--- config.mk ---
export PLATFORM = sky130hd
export DESIGN_NAME = axis_hscaler_nch
export DESIGN_NICKNAME = d
export VERILOG_FILES = /design/src/rtl/axis_hscaler_nch.sv
export SDC_FILE = /design/constraint.sdc
export NUM_CORES = 2
export LEC_CHECK = 0
export BUFFER_PORTS_ARGS = -buffer_cell sky130_fd_sc_hd__buf_4
export CORE_MARGIN = 2
export CORE_UTILIZATION = 40
export CTS_BUF_LIST = sky130_fd_sc_hd__clkbuf_4 sky130_fd_sc_hd__clkbuf_8
export DETAILED_ROUTE_END_ITERATION = 16
export GPL_TIMING_DRIVEN = 0
export MAX_ROUTING_LAYER = met4
export PLACE_DENSITY = 0.66
export SYNTH_ARGS = -nofsm -noshare
export SYNTH_HDL_FRONTEND = slang
export SYNTH_HIERARCHICAL = 1
export SYNTH_SLANG_ARGS = --single-unit
--- constraint.sdc ---
create_clock -name clk -period 18.9 [get_ports clk]
set_input_delay 4.725 -clock clk [delete_from_list [all_inputs] [get_ports clk]]
set_output_delay 4.725 -clock clk [all_outputs]
set_load 0.02 [all_outputs]
--- src/rtl/axis_hscaler_nch.sv ---
// Streaming horizontal scaler: two-pixel window, per-channel bilinear/nearest
// lanes, three-stage pipeline and an optional registered output relay.

module axis_hscaler_lane #(
  parameter int CW = 8,
  parameter int F  = 8
) (
  input  logic          clk,
  input  logic          en,
  input  logic          mode,
  input  logic [CW-1:0] left,
  input  logic [CW-1:0] right,
  input  logic [F-1:0]  frac,
  output logic [CW-1:0] res
);
  localparam logic [F:0]      ONE  = {1'b1, {F{1'b0}}};
  localparam logic [CW+F+1:0] HALF = {{(CW+2){1'b0}}, 1'b1, {(F-1){1'b0}}};

  logic [F:0]      wl;
  logic [CW+F:0]   prod_l, prod_r;
  logic [CW-1:0]   near;
  logic [CW+F+1:0] sum;

  assign wl = ONE - {1'b0, frac};

  // multiply stage
  always_ff @(posedge clk) begin
    if (en) begin
      prod_l <= {{(F+1){1'b0}}, left} * {{CW{1'b0}}, wl};
      prod_r <= {{(F+1){1'b0}}, right} * {{(CW+1){1'b0}}, frac};
      near   <= frac[F-1] ? right : left;
    end
  end

  assign sum = {1'b0, prod_l} + {1'b0, prod_r} + HALF;

  // sum/round stage
  always_ff @(posedge clk) begin
    if (en) res <= mode ? near : CW'(sum >> F);
  end
endmodule

module axis_hscaler_nch #(
  parameter int C_CH_WIDTH  = 8,
  parameter int C_CH_NUM    = 3,
  parameter int C_SW_WIDTH  = 12,
  parameter int C_MW_WIDTH  = 12,
  parameter int C_FRAC_BITS = 8,
  parameter int C_OUT_RELAY = 1
) (
  input  logic                                      clk,
  input  logic                                      resetn,
  input  logic                                      fsync,
  input  logic                                      mode,
  input  logic [C_SW_WIDTH-1:0]                     s_width,
  input  logic [C_MW_WIDTH-1:0]                     m_width,
  input  logic [C_SW_WIDTH+C_FRAC_BITS-1:0]         h_step,
  input  logic                                      s_axis_tvalid,
  input  logic [C_CH_NUM*C_CH_WIDTH-1:0]            s_axis_tdata,
  input  logic                                      s_axis_tuser,
  input  logic                                      s_axis_tlast,
  output logic                                      s_axis_tready,
  output logic                                      m_axis_tvalid,
  output logic [C_CH_NUM*C_CH_WIDTH-1:0]            m_axis_tdata,
  output logic                                      m_axis_tuser,
  output logic                                      m_axis_tlast,
  input  logic                                      m_axis_tready,
  output logic                                      err_len
);
  localparam int PW     = C_CH_NUM * C_CH_WIDTH;
  localparam int SW     = C_SW_WIDTH;
  localparam int MW     = C_MW_WIDTH;
  localparam int F      = C_FRAC_BITS;
  localparam int STW    = SW + F;
  localparam int PSW    = STW + 1;
  localparam int STAGES = 3;

  typedef enum logic [1:0] {IDLE, RUN, DRAIN} state_t;

  state_t state_q, state_d;

  logic            mode_r;
  logic [SW-1:0]   sw_r, sw_m1, in_cnt, pos_int;
  logic [MW-1:0]   mw_r, out_cnt;
  logic [STW-1:0]  step_r;
  logic [PSW-1:0]  pos, pos_nxt;
  logic [PSW:0]    pos_sum;
  logic [SW:0]     pos_hi, win_end, in_ext;
  logic [PW-1:0]   win_a, win_b, o_data;
  logic            first_pend;

  logic en, emit, emit_a, emit_b, accept, last_out, line_done, run_rdy;
  logic [STAGES-1:0] vld_pipe, usr_pipe, lst_pipe;

  logic [C_CH_NUM-1:0][C_CH_WIDTH-1:0] left_px, right_px, s2_px;

  logic unused_tuser;
  assign unused_tuser = s_axis_tuser;

  // Whole block freezes while the output holds an unaccepted beat.
  assign en = !(m_axis_tvalid && !m_axis_tready);

  assign sw_m1     = sw_r - SW'(1);
  assign pos_hi    = pos[PSW-1:F];
  assign pos_int   = (pos_hi > {1'b0, sw_m1}) ? sw_m1 : pos_hi[SW-1:0];
  assign win_end   = {1'b0, pos_int} + (SW+1)'(2);
  assign in_ext    = {1'b0, in_cnt};
  assign line_done = (in_cnt == sw_r);
  assign last_out  = (out_cnt == mw_r - MW'(1));

  // Edge clamp fires once the line is fully in and the phase sits on the last pixel.
  assign emit_a = (in_ext == win_end);
  assign emit_b = line_done && (pos_int == sw_m1);
  assign emit   = (state_q == RUN) && (emit_a || emit_b) && en && !fsync;

  assign run_rdy       = (state_q == RUN) && (in_ext < win_end) && !line_done;
  assign s_axis_tready = en && !fsync && (run_rdy || (state_q == DRAIN && !line_done));
  assign accept        = s_axis_tready && s_axis_tvalid;

  // Saturate so a huge step can never wrap the phase back into the line.
  assign pos_sum = {1'b0, pos} + (PSW+1)'(step_r);
  assign pos_nxt = pos_sum[PSW] ? '1 : pos_sum[PSW-1:0];

  always_ff @(posedge clk or negedge resetn) begin
    if (!resetn) state_q <= IDLE;
    else         state_q <= state_d;
  end

  always_comb begin
    state_d = state_q;
    if (fsync) begin
      state_d = (s_width == '0 || m_width == '0) ? IDLE : RUN;
    end else begin
      case (state_q)
        RUN:     if (emit && last_out && !line_done) state_d = DRAIN;
        DRAIN:   if (accept && in_cnt == sw_m1)      state_d = RUN;
        default: state_d = state_q;
      endcase
    end
  end

  always_ff @(posedge clk or negedge resetn) begin
    if (!resetn) begin
      mode_r     <= 1'b0;
      sw_r       <= '0;
      mw_r       <= '0;
      step_r     <= '0;
      in_cnt     <= '0;
      out_cnt    <= '0;
      pos        <= '0;
      win_a      <= '0;
      win_b      <= '0;
      first_pend <= 1'b0;
      err_len    <= 1'b0;
    end else if (fsync) begin
      mode_r     <= mode;
      sw_r       <= s_width;
      mw_r       <= m_width;
      step_r     <= h_step;
      in_cnt     <= '0;
      out_cnt    <= '0;
      pos        <= '0;
      win_a      <= '0;
      win_b      <= '0;
      first_pend <= 1'b1;
      err_len    <= 1'b0;
    end else begin
      if (accept) begin
        win_a  <= win_b;
        win_b  <= s_axis_tdata;
        in_cnt <= in_cnt + SW'(1);
        if (s_axis_tlast != (in_cnt == sw_m1)) err_len <= 1'b1;
      end
      if (emit) begin
        first_pend <= 1'b0;
        pos        <= pos_nxt;
        out_cnt    <= out_cnt + MW'(1);
        if (last_out) begin
          out_cnt <= '0;
          pos     <= '0;
          if (line_done) begin
            in_cnt <= '0;
            win_a  <= '0;
            win_b  <= '0;
          end
        end
      end
      if (accept && state_q == DRAIN && in_cnt == sw_m1) begin
        in_cnt  <= '0;
        out_cnt <= '0;
        pos     <= '0;
        win_a   <= '0;
        win_b   <= '0;
      end
    end
  end

  always_ff @(posedge clk or negedge resetn) begin
    if (!resetn) begin
      vld_pipe <= '0;
      usr_pipe <= '0;
      lst_pipe <= '0;
    end else if (fsync) begin
      vld_pipe <= '0;
      usr_pipe <= '0;
      lst_pipe <= '0;
    end else if (en) begin
      vld_pipe <= {vld_pipe[STAGES-2:0], emit};
      usr_pipe <= {usr_pipe[STAGES-2:0], emit && first_pend};
      lst_pipe <= {lst_pipe[STAGES-2:0], emit && last_out};
    end
  end

  assign left_px  = emit_b ? win_b : win_a;
  assign right_px = win_b;

  for (genvar g = 0; g < C_CH_NUM; g++) begin : g_lane
    axis_hscaler_lane #(.CW(C_CH_WIDTH), .F(F)) u_lane (
      .clk   (clk),
      .en    (en),
      .mode  (mode_r),
      .left  (left_px[g]),
      .right (right_px[g]),
      .frac  (pos[F-1:0]),
      .res   (s2_px[g])
    );
  end

  always_ff @(posedge clk) begin
    if (en) o_data <= s2_px;
  end

  if (C_OUT_RELAY != 0) begin : g_relay
    logic          r_vld, r_usr, r_lst;
    logic [PW-1:0] r_data;

    always_ff @(posedge clk or negedge resetn) begin
      if (!resetn) begin
        r_vld <= 1'b0;
        r_usr <= 1'b0;
        r_lst <= 1'b0;
      end else if (fsync) begin
        r_vld <= 1'b0;
        r_usr <= 1'b0;
        r_lst <= 1'b0;
      end else if (en) begin
        r_vld <= vld_pipe[STAGES-1];
        r_usr <= usr_pipe[STAGES-1];
        r_lst <= lst_pipe[STAGES-1];
      end
    end

    always_ff @(posedge clk) begin
      if (en) r_data <= o_data;
    end

    assign m_axis_tvalid = r_vld;
    assign m_axis_tuser  = r_usr;
    assign m_axis_tlast  = r_lst;
    assign m_axis_tdata  = r_data;
  end else begin : g_pass
    assign m_axis_tvalid = vld_pipe[STAGES-1];
    assign m_axis_tuser  = usr_pipe[STAGES-1];
    assign m_axis_tlast  = lst_pipe[STAGES-1];
    assign m_axis_tdata  = o_data;
  end
endmodule

# [Word level (Yosys, flattened, before mapping)]
# Index checks and enable logic that the tools add are counted.
[totals] reg_bits=346 output_inout_bits=29 input_bits=76 wordCells=154
[op_classes] add_sub_neg=13 mul=6 magnitude_cmp=2 muxes=57 n_eq_ne=11 reduce_logical=33
[op_table] op="$mux 24" count=13
[op_table] op="$mux 12" count=11
[op_table] op="$mux 21" count=5
[op_table] op="$add 16x16->16" count=3
[op_table] op="$add 16x8->16 const B" count=3
[op_table] op="$eq 12x12->1" count=4
[op_table] op="$mul 8x8->16" count=3
[op_table] op="$mul 8x9->16" count=3
[op_table] op="$mux 8" count=6
[op_table] op="$add 12x1->12 const B" count=2
[op_table] op="$logic_not 12->1" count=2
[op_table] op="$sub 12x1->12 const B" count=2
[op_table] op="$add 21x20->22" count=1
[op_table] op="$mux 3" count=6
[op_table] op="$logic_and 1x1->1" count=17
[op_table] op="$add 12x2->13 const B" count=1
[op_table] op="$eq 12x13->1" count=1
[op_table] op="$gt 13x12->1" count=1
[op_table] op="$lt 12x13->1" count=1
[op_table] op="$mux 1" count=12
[op_table] op="$sub 9x8->9 const A" count=1
[op_table] op="$mux 2" count=3
[op_table] op="$ne 3x2->1 const B" count=2
[op_table] op="$reduce_bool 2->1" count=3
[op_table] op="other kinds (10)" count=16

# [Longest topological paths before layout]
[logic_depth] depth_word=16 ltp_mapped=35 ltp_nobuf=31

# [By module]
# Netlist, hierarchy kept.
[by_module_without_submodules] module="axis_hscaler_nch" cells_per_inst=1177 area_per_inst_um2=11997.8 seq_area_each_um2=5295.1 n_inst=1
[by_module_without_submodules] module="axis_hscaler_lane (g_lane[1].u_lane)" cells_per_inst=716 area_per_inst_um2=6906.6 seq_area_each_um2=1441.4 n_inst=1
[by_module_without_submodules] module="axis_hscaler_lane (g_lane[0].u_lane)" cells_per_inst=702 area_per_inst_um2=6791.5 seq_area_each_um2=1441.4 n_inst=1
[by_module_without_submodules] module="axis_hscaler_lane (g_lane[2].u_lane)" cells_per_inst=670 area_per_inst_um2=6607.6 seq_area_each_um2=1441.4 n_inst=1

# [Worst setup path before layout]
# No wires, ideal clock.
[synth_timing] path_kind="reg2out" startpoint="reg sw_r[0]" endpoint="out s_axis_tready" arrival_time_ns=6.685 required_time_ns=14.175 path_buffers=4 slack_ns=7.490 path_stages_with_launch=32 path_cell_list="dfrtp_1 -> clkbuf_1 -> inv_1 -> ha_1 -> buf_4 -> or4b_1 -> buf_2 -> o41ai_1 -> o21a_1 -> ha_1 -> and4_1 -> nand2_1 -> a21oi_1 -> o311a_1 -> o21ai_1 -> clkbuf_1 -> nand2_1 -> o21ai_0 -> ha_1 -> o21ai_0 -> nor4_1 -> mux2i_1 -> or3_1 -> nand3_1 -> o21ai_1 -> ha_1 -> nand3_1 -> or2_2 -> a21oi_1 -> o21ai_0 -> o21ai_1 -> inv_1"
[synth_via] elab_chain_len=9 word_cells_on_any_way=12 classes_between="2 x add/sub; 2 x order compare; 1 x eq/ne; 1 x mux; 6 x reduce/logical"
[synth_rtl] element="from (decl)" line="83" source="logic [SW-1:0] sw_r, sw_m1, in_cnt, pos_int;"
[synth_rtl] element="from (signal assigned)" line="157" source="sw_r <= s_width;"
[synth_rtl] element="$sub 12x1->12" line="103" source="assign sw_m1 = sw_r - SW'(1);"
[synth_rtl] element="$gt 13x12->1" line="105" source="assign pos_int = (pos_hi > {1'b0, sw_m1}) ? sw_m1 : pos_hi[SW-1:0];"
[synth_rtl] element="$mux 12" line="105"
[synth_rtl] element="$add 12x2->13" line="106" source="assign win_end = {1'b0, pos_int} + (SW+1)'(2);"
[synth_rtl] element="$lt 12x13->1" line="116" source="assign run_rdy = (state_q == RUN) && (in_ext < win_end) && !line_done;"
[synth_rtl] element="$logic_and 1x1->1 (2 in a row)" line="116"
[synth_rtl] element="$logic_or 1x1->1 (*)" line="117" source="assign s_axis_tready = en && !fsync && (run_rdy || (state_q == DRAIN && !line_done));"
[synth_rtl] element="$logic_and 1x1->1 (*)" line="117"
[synth_rtl] element="to (decl)" line="62" source="output logic s_axis_tready,"
# Mark *: on every way between the ends. The rest lies on a longest branch, timed or not.

# [Worst setup path after layout]
# Same ends and word-level chain as after synthesis.

==> results.toml <==
[status]
outcome = "finished, final reports clean"

[critical_path]
worstSetupStartpointType = "register"
crit_slowest_cell = "o21ai_1"
cp_common_cell = "ha_1"
cp.required_ns = 14.18
r2r_start = "sw_r[0]"
crit_path_end_kind = "output port"
cp_slowest_stage_delay_ns = 0.55
cp-startpoint = "sw_r[0]"
cp_max_fo = 10
worst-setup-path-type = "reg -> out"
worstPathArrival_ns = 9.10

[synth]
postSynth.asyncResetShare = 0.445
synth_fp_nets = 3918
yosys.cell_types.count = 107
synth_ff_type = "edfxtp_1"
postSynthCellCount = 3265
ys_seq_area_frac = 0.298
synth_edf_count = 192
synth_area_per_cell_um2 = 9.89
synth_warnings = 6
ys_ff_latch = 346
syn_area_um2 = 32300

[global_route]
overflow = 0
grt_pass1_wl_um = 127000
grt_usage = 0.198
grt_max_degree = 98
grt_pass1_vias = 23900
antenna_found_initial = 2

[drt]
ant_nets = 0
avgRoutedWirePerCell_um = 17.1
drtPass1Iterations = 6
drt_iter0_drc = 1509
vias = 24000
viasPerCell = 5.29
wirelength_um = 77800
drc = 0

[sta]
max_freq_mhz = 72.3
worst_pin_slew_ns = 1.09
post-route-period-util = 0.732
max_slew_margin = 0.277
setup_violations = 0
hold_violations = 0
final_max_slew_viol_count = 0
min_period_ns = 13.83
rsz0062_at_grt = "no"
finalSetupTns_ns = 0
whs_ns = 0.385
finalClockSkew_ns = 0.0578

[placement]
place_area_um2 = 34500
place_inst = 4430
place_hpwl_um = 59800
gp_congestion = 0.907
port-buffer-count = 102

[clocking]
cts_tree = "built"
cts-root-buf = "clkbuf_8"
clock_latency_ns = 0.70
clk_pin_slew_worst_paths_ns = 0.06
ctsHoldBuffers = 0
htreeDepth = 2
cts_buffers = 61
postCtsResizedCells = 0
clk_path_buf_depth = 3
post_cts_buffers = 0
clkSinkCount = 346

[finish]
final_area_um2 = 35800
drive_gt1_frac = 0.105
final_cell_mix = "inv_1 (385), ha_1 (345), nand2_1 (290), and2_1 (243), fa_1 (232)"
final_cells = 4543
fin_nets = 4086
fill_cells = 7698
syn_to_final_growth_pct = 10.7
layout_commonest_cell = "inv_1"

[floorplanning]
num_io_pins = 105
die_w_um = 288
core-area_um2 = 80300
initial_utilization = 0.402
die_h_um = 288
dieArea_um2 = 83000
std_cell_rows = 104

[power_and_ir_drop]
power.density_nw_per_um2 = 48.0
peakVddDrop_uv = 47.7
finalPower_mw = 1.72
p_leak_nw = 17.5

[min_path]
hp-start = "o_data[6]"
hold_class = "reg -> reg"

[flow_run]
cap_viol_max_count = 0
==> registers in the layout, summed over array words and instances (netlist names), 20 cells and up <==
register              count
g_lane.u_lane/prod_l     48
g_lane.u_lane/prod_r     48
g_lane.u_lane/near       24
g_lane.u_lane/res        24
m_axis_tdata             24
o_data                   24
right_px                 24
win_a                    24
pos                      21
step_r                   20
==> per-stage QoR <==
step / util / worst slack, ns
floorplan: - / 7.49
global placement: 0.428 / 4.39
detailed placement: 0.430 / 5.91
CTS: 0.445 / 5.11
global route: 0.445 / 4.42
finish: 0.445 / 5.07
==> critical path: cells and delay by family, from the launching register on <==
family	cells	cell delay [ns]
AND/OR/NAND/NOR	9	2.09
multiplexers	1	0.27
AO/OA/AOI/OAI	11	3.14
adder cells (fa/ha/maj)	4	1.13
buffers and inverters	7	1.42
flip-flops	1	0.35
==> cell type report <==
class                           instances  area, um^2  share of cell area
Multi-Input combinational cell       2415       20700               0.580
Sequential cell                       346        9620               0.269
Inverter                              388        1460              0.0409
Tap cell                             1060        1330              0.0371
Clock buffer                           85        1050              0.0294
Timing Repair Buffer                  105         856              0.0239
Buffer                                116         503              0.0141
Clock inverter                         27         218             0.00609
Antenna cell                            1        2.50           0.0000700
==> Yosys cell counts (6+ instances only) <==
library cell | number | area, um^2
a211oi_1 | 18 | 135
or4_1 | 12 | 90.1
nand3_1 | 48 | 240
or3_1 | 18 | 113
nand3b_1 | 12 | 90.1
o211ai_1 | 14 | 105
nor3_1 | 36 | 180
o21ai_0 | 101 | 505
a21oi_1 | 116 | 581
dfrtp_1 | 154 | 3850
inv_1 | 385 | 1450
xor2_1 | 48 | 420
nor2b_1 | 23 | 144
mux2_2 | 76 | 856
o21bai_1 | 8 | 60.1
fa_1 | 232 | 4640
mux2i_1 | 59 | 591
a21o_1 | 33 | 248
a311oi_1 | 6 | 52.6
a31oi_1 | 10 | 62.6
o31ai_1 | 19 | 143
ha_1 | 345 | 4320
and3_1 | 25 | 156
nor2_1 | 190 | 713
edfxtp_1 | 192 | 5770
o2111ai_1 | 6 | 52.6
nand2b_1 | 24 | 150
buf_1 | 6 | 22.5
nor3b_1 | 8 | 60.1
o21ai_1 | 26 | 130
a22oi_1 | 20 | 150
nor4_1 | 40 | 250
nand4_1 | 22 | 138
and2_1 | 243 | 1520
buf_2 | 21 | 105
o21a_1 | 28 | 210
clkbuf_1 | 83 | 312
xnor2_1 | 138 | 1210
nand2_1 | 290 | 1090
==> layer usage <==
layer | up-vias | global-route usage | wire [um]
li1 | 11500 | - | -
met1 | 11800 | 0.273 | 36600
met2 | 662 | 0.298 | 34300
met3 | 114 | 0.0333 | 4820
met4 | 0 | 0.0584 | 2080
met5 | - | - | 0
==> worst paths after layout <==
| check | slack, ns | endpoint | depth (start not counted) |
|---|---|---|---|
| min in group asynchronous | 3.94 | sw_r[7] | 1 |
| max in group asynchronous | 14.02 | win_a[10] | 2 |
| worst min register to register | 0.39 | m_axis_tdata[6] | 0 |
| worst max-delay path | 5.07 | s_axis_tready | 32 |
| worst min-delay path | 0.39 | m_axis_tdata[6] | 0 |
| worst max register to register | 8.71 | g_lane[1].u_lane/prod_l[14] | 32 |
==> power breakdown <==
group	total [mW]	internal, mW	switching [mW]	leakage [nW]
Sequential	0.827	0.808	0.0188	4.40
Clock	0.729	0.401	0.328	0.667
Combinational	0.160	0.0652	0.0951	12.4
==> cell families (layout without fill, tap and decap cells) <==
| group | count (synthesis) | count (layout) | share of synthesized area |
|---|---|---|---|
| buffers and inverters | 504 | 721 | 0.0607 |
| muxes | 136 | 136 | 0.0451 |
| and+or+nand+nor | 1024 | 1024 | 0.163 |
| xor gates and xnor gates | 189 | 189 | 0.0525 |
| adders and majority gates | 577 | 577 | 0.277 |
| other | 0 | 1 | 0 |
| AOI/OAI and AO/OA | 489 | 489 | 0.104 |
| DFF | 346 | 346 | 0.298 |
Note: power is estimated with default switching activity, not from simulation.
